$ cat config.mk
export PLATFORM = sky130hd
export DESIGN_NAME = cmpl_mon
export DESIGN_NICKNAME = d
export VERILOG_FILES = /design/src/rtl/cmpl_pkg.sv /design/src/rtl/cmpl_mon_ch.sv /design/src/rtl/cmpl_mon.sv
export SDC_FILE = /design/constraint.sdc
export NUM_CORES = 1
export LEC_CHECK = 0
export BUFFER_PORTS_ARGS = -buffer_cell sky130_fd_sc_hd__buf_2
export CELL_PAD_IN_SITES_DETAIL_PLACEMENT = 0
export CELL_PAD_IN_SITES_GLOBAL_PLACEMENT = 2
export CORE_MARGIN = 2
export CORE_UTILIZATION = 36
export CTS_BUF_LIST = sky130_fd_sc_hd__clkbuf_4 sky130_fd_sc_hd__clkbuf_8
export DETAILED_ROUTE_END_ITERATION = 7
export GPL_ROUTABILITY_DRIVEN = 0
export GPL_TIMING_DRIVEN = 1
export PLACE_DENSITY_LB_ADDON = 0.1
export SYNTH_ARGS = -nofsm -noshare
export SYNTH_HDL_FRONTEND = slang
export SYNTH_SLANG_ARGS = --single-unit
$ cat constraint.sdc
create_clock -name clk -period 2.51 [get_ports clk]
set_input_delay 0.502 -clock clk [delete_from_list [all_inputs] [get_ports clk]]
set_output_delay 0.502 -clock clk [all_outputs]
set_load 0.02 [all_outputs]
$ cat src/rtl/cmpl_pkg.sv
// Shared types for the dual-rail completion monitor: FSM states, rail pair, link encodings.
package cmpl_pkg;

  typedef enum logic [1:0] {
    ST_WAIT_DATA   = 2'd0,
    ST_HOLD        = 2'd1,
    ST_WAIT_SPACER = 2'd2,
    ST_ERR         = 2'd3
  } state_t;

  // Rail pair: [1] = rail1 (logic 1), [0] = rail0 (logic 0).
  typedef logic [1:0] dr_t;

  localparam string ENC_TP = "TP";
  localparam string ENC_FP = "FP";

endpackage

$ cat src/rtl/cmpl_mon_ch.sv
// One channel: completion detect, word hold until out_ready, ack generation, error/timeout.
// Word appears one cycle after a complete codeword in i_s; held while out_ready is low.
module cmpl_mon_ch
  import cmpl_pkg::*;
#(
  parameter string ENC     = "TP",
  parameter int    WIDTH   = 1,
  parameter int    TIMEOUT = 0
) (
  input  logic             clk,
  input  logic             rst,
  input  dr_t [WIDTH-1:0]  i_s,
  input  logic             i_out_ready,
  input  logic             i_err_clr,
  output logic             o_ack,
  output logic [WIDTH-1:0] o_data,
  output logic             o_valid,
  output logic             o_err
);

  localparam bit IS_FP = (ENC == ENC_FP);
  localparam int CW = (TIMEOUT > 0) ? $clog2(TIMEOUT + 1) : 1;
  localparam logic [CW-1:0] CNT_LAST = (TIMEOUT > 0) ? CW'(TIMEOUT - 1) : '0;

  state_t           r_state, w_state;
  dr_t [WIDTH-1:0]  r_ref, w_ref, w_code;
  logic [WIDTH-1:0] r_data, w_data, w_ok, w_bad, w_zero, w_tgt;
  logic             r_ack, w_ack;
  logic [CW-1:0]    r_cnt, w_cnt;
  logic             w_partial, w_tout;

  // In TP the codeword is the set of rails that moved since the last accepted word.
  always_comb begin
    w_code = IS_FP ? i_s : (i_s ^ r_ref);
    w_ok   = '0;
    w_bad  = '0;
    w_zero = '0;
    for (int b = 0; b < WIDTH; b++) begin
      w_ok[b]   = ^w_code[b];
      w_bad[b]  = &w_code[b];
      w_zero[b] = ~|i_s[b];
    end
    w_tgt     = (r_state == ST_WAIT_SPACER) ? w_zero : w_ok;
    w_partial = (|w_tgt) && !(&w_tgt);
    w_tout    = (TIMEOUT > 0) && w_partial && (r_cnt == CNT_LAST);
  end

  always_comb begin
    w_state = r_state;
    w_ref   = r_ref;
    w_data  = r_data;
    w_ack   = r_ack;
    w_cnt   = '0;
    unique case (r_state)
      ST_WAIT_DATA: begin
        if ((|w_bad) || w_tout) begin
          w_state = ST_ERR;
        end else if (&w_ok) begin
          for (int b = 0; b < WIDTH; b++) w_data[b] = w_code[b][1];
          w_state = ST_HOLD;
        end else if (w_partial && (TIMEOUT > 0)) begin
          w_cnt = r_cnt + CW'(1);
        end
      end
      ST_HOLD: begin
        if (i_out_ready) begin
          if (IS_FP) begin
            w_ack   = 1'b1;
            w_state = ST_WAIT_SPACER;
          end else begin
            w_ack = ~r_ack;
            for (int b = 0; b < WIDTH; b++) w_ref[b] = r_ref[b] ^ (r_data[b] ? 2'b10 : 2'b01);
            w_state = ST_WAIT_DATA;
          end
        end
      end
      ST_WAIT_SPACER: begin
        if ((|w_bad) || w_tout) begin
          w_state = ST_ERR;
        end else if (&w_zero) begin
          w_ack   = 1'b0;
          w_state = ST_WAIT_DATA;
        end else if (w_partial && (TIMEOUT > 0)) begin
          w_cnt = r_cnt + CW'(1);
        end
      end
      ST_ERR: begin
        // Recovery resynchronises to the current line state instead of the lost history.
        if (i_err_clr) begin
          if (IS_FP) begin
            w_ack   = 1'b0;
            w_state = ST_WAIT_SPACER;
          end else begin
            w_ref   = i_s;
            w_state = ST_WAIT_DATA;
          end
        end
      end
      default: w_state = ST_WAIT_DATA;
    endcase
  end

  always_ff @(posedge clk) begin
    if (!rst) begin
      r_state <= ST_WAIT_DATA;
      r_ref   <= '0;
      r_data  <= '0;
      r_ack   <= 1'b0;
      r_cnt   <= '0;
    end else begin
      r_state <= w_state;
      r_ref   <= w_ref;
      r_data  <= w_data;
      r_ack   <= w_ack;
      r_cnt   <= w_cnt;
    end
  end

  assign o_ack   = r_ack;
  assign o_data  = r_data;
  assign o_valid = (r_state == ST_HOLD);
  assign o_err   = (r_state == ST_ERR);

endmodule

$ cat src/rtl/cmpl_mon.sv
// Dual-rail completion monitor: per-rail synchronisers feeding CH independent channels.
// Latency SYNC_STAGES+1 edges from a stable codeword; each channel holds its word until out_ready.
module cmpl_mon
  import cmpl_pkg::*;
#(
  parameter string ENC         = "TP",
  parameter int    WIDTH       = 1,
  parameter int    CH          = 1,
  parameter int    SYNC_STAGES = 2,
  parameter int    TIMEOUT     = 0
) (
  input  logic                     clk,
  input  logic                     rst,
  input  dr_t [CH-1:0][WIDTH-1:0]  in,
  output logic [CH-1:0]            ack,
  output logic [CH-1:0][WIDTH-1:0] out_data,
  output logic [CH-1:0]            out_valid,
  input  logic [CH-1:0]            out_ready,
  output logic [CH-1:0]            err,
  input  logic [CH-1:0]            err_clr
);

  localparam int NS = (SYNC_STAGES < 2) ? 2 : SYNC_STAGES;

  dr_t [CH-1:0][WIDTH-1:0] r_sync [NS];
  dr_t [CH-1:0][WIDTH-1:0] w_s;

  always_ff @(posedge clk) begin
    if (!rst) begin
      for (int i = 0; i < NS; i++) r_sync[i] <= '0;
    end else begin
      r_sync[0] <= in;
      for (int i = 1; i < NS; i++) r_sync[i] <= r_sync[i-1];
    end
  end

  assign w_s = r_sync[NS-1];

  for (genvar c = 0; c < CH; c++) begin : g_ch
    cmpl_mon_ch #(
      .ENC     (ENC),
      .WIDTH   (WIDTH),
      .TIMEOUT (TIMEOUT)
    ) u_ch (
      .clk         (clk),
      .rst         (rst),
      .i_s         (w_s[c]),
      .i_out_ready (out_ready[c]),
      .i_err_clr   (err_clr[c]),
      .o_ack       (ack[c]),
      .o_data      (out_data[c]),
      .o_valid     (out_valid[c]),
      .o_err       (err[c])
    );
  end

endmodule

Word-level counts from Yosys, hierarchy flattened
Memory sizes are Yosys's and may differ from the RTL's. Cells that the tools add are included.

Equal/unequal tests: 9. Mux-type cells: 19. Bitwise gates (word level): 6. Reductions and logical operators: 10.

Operators with widths (number): 2-bit 2-to-1 mux (11); 2-bit case mux with 4 select lines (1); 4-bit AND reduction (2); 3-bit AND reduction (2); 1-bit 2-to-1 mux (5); 2-bit equality test (second input constant) (2); 2-bit by 1-bit inequality test with 1-bit output (second input constant) (2); 2-bit inequality test (second input constant) (2); 2-bit case mux with 2 select lines (1); 2-bit nonzero test (2); 2-bit bitwise XOR (2); 3-bit by 1-bit inequality test with 1-bit output (second input constant) (1); 3-bit by 2-bit inequality test with 1-bit output (second input constant) (1); 2-bit by 1-bit equality test with 1-bit output (second input constant) (1); 2-bit zero test (1); 1-bit NOT (2); 1-bit OR (2); 1-bit case mux with 2 select lines (1); 2-bit AND reduction (1); 2-bit OR reduction (1); 2-bit XOR reduction (1).

Flip-flop bits (word level): 6. Memory bits (writable): 4. Bits of input ports: 6. Output and inout port bits: 4. Memories kept: 1.

Memory list: r_sync (words 2, width 2, rd ports 2, clocked after memory_dff 0, wr ports 2, RTL line cmpl_mon.sv:25) `dr_t [CH-1:0][WIDTH-1:0] r_sync [NS];`.

Longest topological paths before layout
Gate-level depths: netlist (run 1). An unclocked memory read counts as a cell.

Word-level depth: 6. Gate-level depth with buffers: 5. Depth with buffers taken out: 5.

Cells and area by module
A second synthesis (run 1) with hierarchy kept.

Cells, all modules: 54. Area, all modules: 493.0 um^2.

Modules (own cells, without submodules): cmpl_mon_ch (times used 1, cells an instance 46, area each 387.9 um^2, seq. area each 120.1 um^2); cmpl_mon (times used 1, cells an instance 8, area each 105.1 um^2, seq. area each 80.1 um^2).

Least setup slack after synthesis (run 1)
Ideal clock, no wire load.

Path type: register -> register. Start: register g_ch[0].u_ch.r_ref[0] (netlist name). End: register g_ch[0].u_ch.r_ack. Library setup time: 0.120 ns. Data arrival time: 1.280 ns. Required time: 2.390 ns. Path slack: 1.111 ns. Cell stages (with the launch flop): 6. Buffers on the path: 0. Period minus slack after synthesis: 1.399 ns. Cells stage by stage: dfxtp_1 > xor2_1 > ha_1 > nor4b_2 > nor3b_1 > o31a_1.

Word-level cells in the longest chain between the ends: 4.

RTL lines: from (decl) (RTL line cmpl_mon_ch.sv:26) `dr_t [WIDTH-1:0] r_ref, w_ref, w_code;`; from (signal assigned) (RTL line cmpl_mon_ch.sv:112) `r_ref <= w_ref;`; 2-bit bitwise XOR (RTL line cmpl_mon_ch.sv:34) `w_code = IS_FP ? i_s : (i_s ^ r_ref);`; 2-bit AND reduction (RTL line cmpl_mon_ch.sv:40) `w_bad[b] = &w_code[b];`; 2-bit inequality test (no source line); 4-bit AND reduction (no source line); to (signal assigned) (RTL line cmpl_mon_ch.sv:114) `r_ack <= w_ack;`; to (decl) (RTL line cmpl_mon_ch.sv:28) `logic r_ack, w_ack;`.

Every way passes these cells. A chain may end at the register's enable or synchronous reset.

Worst setup path in the final report (run 1)
Start: register g_ch[0].u_ch.r_state[0]. End: output port err.

Word-level cells in the longest chain between the ends: 1.

RTL lines: from (decl) (RTL line cmpl_mon_ch.sv:25) `state_t r_state, w_state;`; from (signal assigned) (RTL line cmpl_mon_ch.sv:111) `r_state <= w_state;`; 2-bit equality test (RTL line cmpl_mon_ch.sv:122) `assign o_err = (r_state == ST_ERR);`; to (decl) (RTL line cmpl_mon.sv:19) `output logic [CH-1:0] err,`.

Every way passes these cells.

==> impl_summary.log, run 1 <==
[metrics] result of the run: finished clean
[metrics] total CTS buffers: 3
[metrics] overall die width: 42.1 µm
[metrics] Hold Fails Final Rpt: 0
[metrics] hold buffer count at CTS: 0
[metrics] number of fill cells in the layout: 147
[metrics] Ports: 10
[metrics] number of gates resized after cts: 0
[metrics] clock network latency to the later pin of the worst-skew pair: 0.27 ns
[metrics] Post-Layout Inst Area: 602 µm²
[metrics] register-to-register path setup slack: 1.00 ns
[metrics] post-route total power: 0.000423 W
[metrics] total power per unit cell area: 702 nW/µm²
[metrics] synthesized netlist cell count: 54
[metrics] worst setup skew after layout: 0.0101 ns
[metrics] critical path data arrival time: 1.26 ns
[metrics] Core Area: 1330 µm²
[metrics] final worst-path cycle share: 70.3%
[metrics] antenna-violating nets left: 0
[metrics] Antenna Cells: 0
[metrics] buffers and inverters on the worst path: 1
[metrics] VDD IR max: 0.434 mV
[metrics] pre-CTS setup slack: 0.983 ns
[metrics] total via count in the routed design: 401
[metrics] area of placed instances: 566 µm²
[metrics] slowest stage delay, CP: 0.56 ns
[metrics] number of global-route vias before repair: 327
[metrics] required arrival time at the worst endpoint: 2.01 ns
[metrics] DRC violation count after routing: 0
[metrics] global-route wire length before repair: 1.47 mm
[metrics] unique cell type count in the Yosys netlist: 28
[metrics] headroom to the max-slew limit: 73.9%
[metrics] synthesized netlist net count: 61
[metrics] Worst Hold Launch: in[0]
[metrics] Syn-to-layout area delta: 15.3%
[metrics] final cell count without fillers: 79
[metrics] total number of H-tree levels: 1
[metrics] remaining global-route overflow: 0
[metrics] initial antenna violation count: 0
[metrics] Port Buf Inserts: 9
[metrics] leading cell types in the layout, fill and taps excluded: sky130_fd_sc_hd__dfxtp_1, sky130_fd_sc_hd__buf_2, sky130_fd_sc_hd__and2_1
[metrics] Crit. Startpoint: g_ch[0].u_ch.r_state[0]
[metrics] die height: 42.1 µm
[metrics] f_max: 0.567 GHz
[metrics] Placed Cells: 75
[metrics] final total negative setup slack: 0 ns
[metrics] average routed wire per standard cell: 11.5 µm
[metrics] smallest setup slack after layout: 0.746 ns
[metrics] number of buffers added for setup after CTS: 0
[metrics] reported leakage power: 0.274 nW
[metrics] worst hold path class: in -> reg
[metrics] Crit path max-delay family: flip-flops
[metrics] final layout net count: 72
[metrics] maximum number of pins on one net before global-route repair: 14
[metrics] slowest library cell on the worst path: sky130_fd_sc_hd__dfxtp_1
[metrics] buffers from clock root to sink, at most: 2
[metrics] Post-Route WL: 912 µm
[metrics] clock tree from TritonCTS: done
[metrics] die footprint: 1770 µm²
[metrics] slew at the pin with the worst max-slew slack: 0.391 ns
[metrics] CP max FO: 13
[metrics] crit start category: flip-flop
[metrics] global router's overall resource usage: 11.3%
[metrics] Clock Root Buffer: sky130_fd_sc_hd__clkbuf_4
[metrics] Setup Crit Path Kind: reg -> out
[metrics] number of search-and-repair iterations in the first detailed-routing pass: 4
[metrics] mean area per synthesized cell: 9.66 µm²
[metrics] fraction of layout cells with a size suffix above 1: 28.1%
[metrics] Slew Limit Fails: 0
[metrics] std cell rows: 13
[metrics] YS warnings: 0
[metrics] drt initial violations: 9
[metrics] clock sinks: 10
[metrics] series of cell instances along the critical path: and2_1, buf_2
[metrics] max-cap viol count: 0
[metrics] detailed-route vias per instance: 5.08
[metrics] unrepaired setup endpoints after global routing: false
[metrics] final count of negative-setup-slack endpoints: 0
[metrics] initial core utilization: 39.1%
[metrics] most frequent standard cell in the layout excluding fill and tap cells: sky130_fd_sc_hd__dfxtp_1
[metrics] part of the Yosys area used for sequential elements: 38.4%
[metrics] Seq cells post-synth: 10
[metrics] Post-DP HPWL: 652 µm
[metrics] shortest clock period the worst path allows after layout: 1.76 ns
[metrics] category of the worst setup path capture point: output port
[metrics] clock input transition at the sequential cells of the worst setup and hold paths: 0.07 ns
[metrics] critical register-to-register path startpoint: r_sync[0][3]
[metrics] post-synthesis cell area: 522 µm²
[worst paths after layout]
check	to	cells after the start
worst min register to register	r_sync[0][2]	1
worst min-delay path	r_sync[0][0]	2
worst max-delay path	err	2
worst max register to register	g_ch[0].u_ch.o_ack	5
[stage by stage]
stage          hold slack, ns  utilization (%)
3_5_place_dp            0.427             42.4
3_3_place_gp            0.414             42.4
2_1_floorplan           0.412                -
5_1_grt                 0.420             45.1
4_1_cts                 0.425             45.1
6_report                0.432             45.1
[flip-flops by register name, summed over array words and instances (netlist names)]
register and flops:
g_ch.u_ch.o_ack 1, g_ch.u_ch.o_data 1, g_ch.u_ch.r_ref 2, g_ch.u_ch.r_state 2
r_sync 4
[final cells by class]
cell class / instances / area (µm²) / area share [%]
Inverter: 2 / 7.51 / 1.25
Tap cell: 15 / 18.8 / 3.12
Sequential cell: 10 / 200 / 33.3
Multi-Input combinational cell: 39 / 294 / 48.9
Timing Repair Buffer: 9 / 45.0 / 7.48
Clock buffer: 4 / 36.3 / 6.03
[Yosys cell counts (all sizes together)]
cell / count / share of area (%)
nor4b: 2 / 5.8
o21ai: 2 / 1.9
xor2: 2 / 3.4
ha: 1 / 2.4
o211ai: 1 / 1.4
nor3b: 1 / 1.4
and3: 2 / 2.4
and2b: 1 / 1.4
nand2b: 1 / 1.2
inv: 2 / 1.4
o22ai: 1 / 2.4
a211oi: 1 / 1.4
mux2: 1 / 2.9
a221oi: 1 / 2.9
mux2i: 2 / 3.8
and2: 6 / 7.2
nand3: 1 / 0.96
nand2: 4 / 2.9
o2bb2ai: 1 / 1.7
dfxtp: 10 / 38
clkbuf: 1 / 0.72
nor2: 3 / 2.2
a21oi: 1 / 0.96
nor2b: 2 / 2.4
and3b: 1 / 1.7
buf: 2 / 3.1
o31a: 1 / 1.7
[per-layer routing]
metal  track usage, %  up-vias  wire length [µm]
met2             14.4       12               378
met1             15.7      183               472
met5                0        -                 0
li1                 -      206                 -
met4             1.88        0                 0
met3             7.76        0                61
[cell families after synthesis]
logic type | after synthesis | share of synthesized area [%]
fa+ha+maj | 1 | 2.40
simple gates | 24 | 29.5
compound gates | 9 | 14.4
xor+xnor | 2 | 3.36
flops | 10 | 38.4
mux | 3 | 6.71
buf+inv | 5 | 5.27
[where the power goes]
| part | total (W) | leakage [nW] | switching, W | internal, W |
|---|---|---|---|---|
| registers | 0.000195 | 0.0820 | 0.0000228 | 0.000172 |
| logic | 0.0000798 | 0.171 | 0.0000375 | 0.0000423 |
| clock network | 0.000148 | 0.0210 | 0.0000599 | 0.0000882 |
Note: power is estimated with default switching activity, not from simulation.
==> run 2, diff against run 1 <==
- CORE_UTILIZATION: 36 -> 33
- clock period: 2.51 -> 1.65 ns (I/O delays scaled with it)
==> run 2 against run 1 <==
Routed wire length decreased by 0.88%. Global-route usage decreased by 0.57 points. Final cell count increased by 1.3%. Critical path depth unchanged. Flip-flop and latch count unchanged. Count of clock-buffer cells in the layout decreased by 1. Via count decreased by 1.2%. Clock power increased by 7%. Total power increased by 39%. Register-to-register slack got worse by 0.83 ns. Critical endpoint unchanged. Largest cell class unchanged.
==> impl_summary.log, run 2 (synthesis gave the netlist of run 1 again) <==
[metrics] Port Buf Inserts: 9
[metrics] total number of H-tree levels: 1
[metrics] required arrival time at the worst endpoint: 1.32 ns
[metrics] category of the worst setup path capture point: output port
[metrics] slew at the pin with the worst max-slew slack: 0.366 ns
[metrics] die height: 43.8 µm
[metrics] VDD IR max: 0.461 mV
[metrics] buffers from clock root to sink, at most: 2
[metrics] part of the total power dissipated in the clock network: 27.1%
[metrics] final worst-path cycle share: 94.3%
[metrics] crit start category: flip-flop
[metrics] Crit path max-delay family: flip-flops
[metrics] antenna-violating nets left: 0
[metrics] worst hold path class: in -> reg
[metrics] Slew Limit Fails: 0
[metrics] largest registers ranked by flip-flop count: r_sync: 4 flops, g_ch.u_ch.r_ref: 2 flops, g_ch.u_ch.r_state: 2 flops
[metrics] max reg flops: 4
[metrics] detailed-route vias per instance: 4.95
[metrics] CP max FO: 11
[metrics] final cell count without fillers: 80
[metrics] share of total power in sequential cells: 49.6%
[metrics] final total negative setup slack: 0 ns
[metrics] drt initial violations: 4
[metrics] clock network latency to the later pin of the worst-skew pair: 0.26 ns
[metrics] std cell rows: 14
[metrics] series of cell instances along the critical path: and2_1, buf_2
[metrics] number of gates resized after cts: 0
[metrics] total CTS buffers: 3
[metrics] result of the run: finished clean
[metrics] Post-Route WL: 904 µm
[metrics] most frequent standard cell in the layout excluding fill and tap cells: sky130_fd_sc_hd__dfxtp_1
[metrics] die footprint: 1910 µm²
[metrics] reported leakage power: 0.272 nW
[metrics] hold buffer count at CTS: 0
[metrics] total power per unit cell area: 981 nW/µm²
[metrics] initial core utilization: 35.0%
[metrics] Syn-to-layout area delta: 14.4%
[metrics] number of search-and-repair iterations in the first detailed-routing pass: 2
[metrics] Clock Root Buffer: sky130_fd_sc_hd__clkbuf_4
[metrics] fraction of layout cells with a size suffix above 1: 28.1%
[metrics] clock input transition at the sequential cells of the worst setup and hold paths: 0.06 ns
[metrics] initial antenna violation count: 0
[metrics] Ports: 10
[metrics] Hold Fails Final Rpt: 0
[metrics] unrepaired setup endpoints after global routing: false
[metrics] register bank with the most flops: r_sync
[metrics] remaining global-route overflow: 0
[metrics] final count of negative-setup-slack endpoints: 0
[metrics] DRC violation count after routing: 0
[metrics] headroom to the max-slew limit: 75.6%
[metrics] Post-DP HPWL: 696 µm
[metrics] Logic pwr share: 23.3%
[metrics] Setup Crit Path Kind: reg -> out
[metrics] slowest library cell on the worst path: sky130_fd_sc_hd__dfxtp_1
[metrics] maximum number of pins on one net before global-route repair: 12
[metrics] slowest stage delay, CP: 0.54 ns
[metrics] final layout net count: 73
[metrics] number of buffers added for setup after CTS: 0
[metrics] switching part of the total power: 29.0%
[metrics] shortest clock period the worst path allows after layout: 1.56 ns
[metrics] buffers and inverters on the worst path: 1
[metrics] average routed wire per standard cell: 11.3 µm
[metrics] f_max: 0.642 GHz
[metrics] global router's overall resource usage: 10.7%
[metrics] max-cap viol count: 0
[metrics] clock sinks: 10
[metrics] number of global-route vias before repair: 365
[metrics] Core Area: 1490 µm²
[metrics] Antenna Cells: 0
[metrics] overall die width: 43.8 µm
[metrics] critical path data arrival time: 1.23 ns
[metrics] total via count in the routed design: 396
[metrics] global-route wire length before repair: 1.46 mm
[metrics] clock tree from TritonCTS: done
[metrics] leading cell types in the layout, fill and taps excluded: sky130_fd_sc_hd__dfxtp_1, sky130_fd_sc_hd__buf_2, sky130_fd_sc_hd__and2_1
[metrics] Placed Cells: 77
[metrics] Util after Layout: 40.1%
[metrics] total net switching power: 0.000170 W
[metrics] Power Internal: 0.000416 W
[metrics] worst setup skew after layout: 0.0102 ns
run 2: worst paths after layout:
path	start	to	slack, ns	cells past startpoint
worst max-delay path	g_ch[0].u_ch.r_state[1]	err	0.09	2
worst min-delay path	in[0]	r_sync[0][0]	0.27	2
worst max register to register	g_ch[0].u_ch.r_ref[0]	g_ch[0].u_ch.o_ack	0.17	5
worst min register to register	r_sync[0][0]	r_sync[0][2]	0.42	1
run 2: layout make-up:
class                   count  area, µm²
multi-input cells          39        294
clock buffers               3       22.5
flip-flops and latches     10        200
inverters                   2       7.51
repair buffers             10       52.6
fillers                   164        892
well taps                  16       20.0
run 2: per-stage QoR:
stage                     setup slack (ns)  instance area (µm²)  hold WS (ns)  total power [W]
after floorplan                      0.251                  522         0.412         0.000402
after global placement               0.170                  574         0.416         0.000438
after detailed placement             0.160                  574         0.424         0.000433
after CTS                           0.0815                  597         0.264         0.000596
after global routing                0.0111                  597         0.260         0.000626
final                               0.0933                  597         0.273         0.000586
run 2: power groups by stage:
stage	Combinational, W	Clock, W	Sequential [W]
2_1_floorplan	0.000118	0	0.000285
3_3_place_gp	0.000142	0	0.000297
3_5_place_dp	0.000138	0	0.000296
4_1_cts	0.000138	0.000167	0.000290
5_1_grt	0.000150	0.000182	0.000294
6_report	0.000137	0.000159	0.000290
run 2: layer usage:
layer,GRT usage [%],wire [µm],vias up
met5,0,0,-
met4,3.64,0,0
met3,6.25,59,0
met2,16.5,406,9
met1,12.4,439,178
li1,-,-,209
==> run 3, diff against run 2 <==
==> constraint.sdc (replaced) <==
create_clock -name clk -period 1.65 [get_ports clk]
set_input_delay 0.0825 -clock clk [delete_from_list [all_inputs] [get_ports clk]]
set_output_delay 0.0825 -clock clk [all_outputs]
set_load 0.02 [all_outputs]
==> run 3 against run 2 <==
Hold slack lost 0.26 ns. Largest power group unchanged. Count of clock-buffer cells in the layout increased by 1. Critical path depth up 3. Critical endpoint is now g_ch[0].u_ch.o_ack.
==> impl_summary.log, run 3 (synthesis gave the netlist of run 1 again) <==
[metrics] result of the run: finished clean
[metrics] Core Area: 1490 µm²
[metrics] clock network latency to the later pin of the worst-skew pair: 0.27 ns
[metrics] Util after Layout: 41.2%
[metrics] std cell rows: 14
[metrics] Setup Crit Path Kind: reg -> reg
[metrics] number of global-route vias before repair: 353
[metrics] Power Internal: 0.000462 W
[metrics] max reg flops: 4
[metrics] total CTS buffers: 3
[metrics] critical path data arrival time: 1.64 ns
[metrics] Logic pwr share: 19.5%
[metrics] slew at the pin with the worst max-slew slack: 0.413 ns
[metrics] largest registers ranked by flip-flop count: r_sync: 4 flops, g_ch.u_ch.r_ref: 2 flops, g_ch.u_ch.r_state: 2 flops
[metrics] remaining global-route overflow: 0
[metrics] Hold Fails Final Rpt: 0
[metrics] worst setup skew after layout: 0.00388 ns
[metrics] slowest library cell on the worst path: sky130_fd_sc_hd__dfxtp_1
[metrics] number of search-and-repair iterations in the first detailed-routing pass: 4
[metrics] Port Buf Inserts: 9
[metrics] crit start category: flip-flop
[metrics] die footprint: 1910 µm²
[metrics] hold buffer count at CTS: 0
[metrics] total number of H-tree levels: 1
[metrics] Antenna Cells: 0
[metrics] clock input transition at the sequential cells of the worst setup and hold paths: 0.07 ns
[metrics] total power per unit cell area: 1050 nW/µm²
[metrics] die height: 43.8 µm
[metrics] share of total power in sequential cells: 46.3%
[metrics] worst hold path class: in -> reg
[metrics] drt initial violations: 4
[metrics] total via count in the routed design: 396
[metrics] detailed-route vias per instance: 4.89
[metrics] final layout net count: 73
[metrics] part of the total power dissipated in the clock network: 34.2%
[metrics] Post-Route WL: 951 µm
[metrics] f_max: 0.675 GHz
[metrics] required arrival time at the worst endpoint: 1.81 ns
[metrics] buffers from clock root to sink, at most: 2
[metrics] max-cap viol count: 0
[metrics] series of cell instances along the critical path: xor2_1, ha_1, nor4b_2, nor3b_1, o31a_1
[metrics] switching part of the total power: 28.2%
[metrics] overall die width: 43.8 µm
[metrics] initial antenna violation count: 0
[metrics] fraction of layout cells with a size suffix above 1: 27.7%
[metrics] shortest clock period the worst path allows after layout: 1.48 ns
[metrics] global router's overall resource usage: 11.9%
[metrics] average routed wire per standard cell: 11.7 µm
[metrics] final worst-path cycle share: 89.8%
[metrics] DRC violation count after routing: 0
[metrics] Clock Root Buffer: sky130_fd_sc_hd__clkbuf_4
[metrics] clock tree from TritonCTS: done
[metrics] maximum number of pins on one net before global-route repair: 14
[metrics] register bank with the most flops: r_sync
[metrics] global-route wire length before repair: 1.57 mm
[metrics] Slew Limit Fails: 0
[metrics] CP max FO: 4
[metrics] unrepaired setup endpoints after global routing: false
[metrics] initial core utilization: 35.0%
[metrics] reported leakage power: 0.278 nW
[metrics] Post-DP HPWL: 684 µm
[metrics] slowest stage delay, CP: 0.41 ns
[metrics] total net switching power: 0.000181 W
[metrics] number of fill cells in the layout: 148
[metrics] clock sinks: 10
[metrics] final total negative setup slack: 0 ns
[metrics] category of the worst setup path capture point: flip-flop
[metrics] leading cell types in the layout, fill and taps excluded: sky130_fd_sc_hd__dfxtp_1, sky130_fd_sc_hd__buf_2, sky130_fd_sc_hd__and2_1
[metrics] Syn-to-layout area delta: 17.5%
[metrics] Ports: 10
[metrics] headroom to the max-slew limit: 72.4%
[metrics] final count of negative-setup-slack endpoints: 0
[metrics] antenna-violating nets left: 0
[metrics] most frequent standard cell in the layout excluding fill and tap cells: sky130_fd_sc_hd__dfxtp_1
[metrics] number of buffers added for setup after CTS: 0
[metrics] number of gates resized after cts: 0
[metrics] VDD IR max: 0.564 mV
## run 3: changes by cell type in the layout (fill, tap and decap cells not counted), sizes merged
cell	change
dlygate4sd3	+1
buf	-1
clkbuf	+1
## run 3: cell type report
type	instances	area [µm²]	share of cell area, %
clock buffers	4	36.3	5.92
inverters	2	7.51	1.22
multi-input cells	39	294	48.0
flip-flops and latches	10	200	32.7
well taps	16	20.0	3.27
repair buffers	10	55.1	8.98
## run 3: worst paths after layout
path                     start                 end  slack, ns  cells past startpoint
hold reg to reg   r_sync[0][1]        r_sync[0][3]       0.43                      1
setup / recovery  r_sync[0][3]  g_ch[0].u_ch.o_ack       0.17                      5
setup reg to reg  r_sync[0][3]  g_ch[0].u_ch.o_ack       0.17                      5
hold / removal           in[0]        r_sync[0][0]       0.01                      2
## run 3: through the flow
stage	setup WS (ns)	hold WS (ns)	instance area, µm²	std cells	total power [W]
final	0.169	0.0137	613	81	0.000643
after CTS	0.146	0.00341	603	80	0.000652
after global placement	0.155	0.282	567	76	0.000431
after floorplan	0.251	0.204	522	54	0.000402
after detailed placement	0.150	0.285	567	76	0.000427
after global routing	0.0525	0.0132	613	81	0.000683
## run 3: critical path: cells and delay by family, from the launching register on
kind,cells,cell delay [ns]
flip-flops,1,0.41
XOR/XNOR,1,0.11
adder cells (fa/ha/maj),1,0.24
AO/OA/AOI/OAI,1,0.30
AND/OR/NAND/NOR,2,0.32
## run 3: power groups by stage
stage / registers (W) / logic (W) / clock network, W
6_report: 0.000298 / 0.000125 / 0.000220
2_1_floorplan: 0.000285 / 0.000118 / 0
4_1_cts: 0.000298 / 0.000125 / 0.000229
3_5_place_dp: 0.000303 / 0.000124 / 0
5_1_grt: 0.000301 / 0.000137 / 0.000244
3_3_place_gp: 0.000304 / 0.000127 / 0
## run 3: routing by layer
layer	vias to the layer above	track usage, %	share of wire [%]
li1	210	-	-
met1	170	14.3	47
met2	11	15.3	43
met3	5	6.67	6.6
met4	0	9.09	3.0
met5	-	0	0
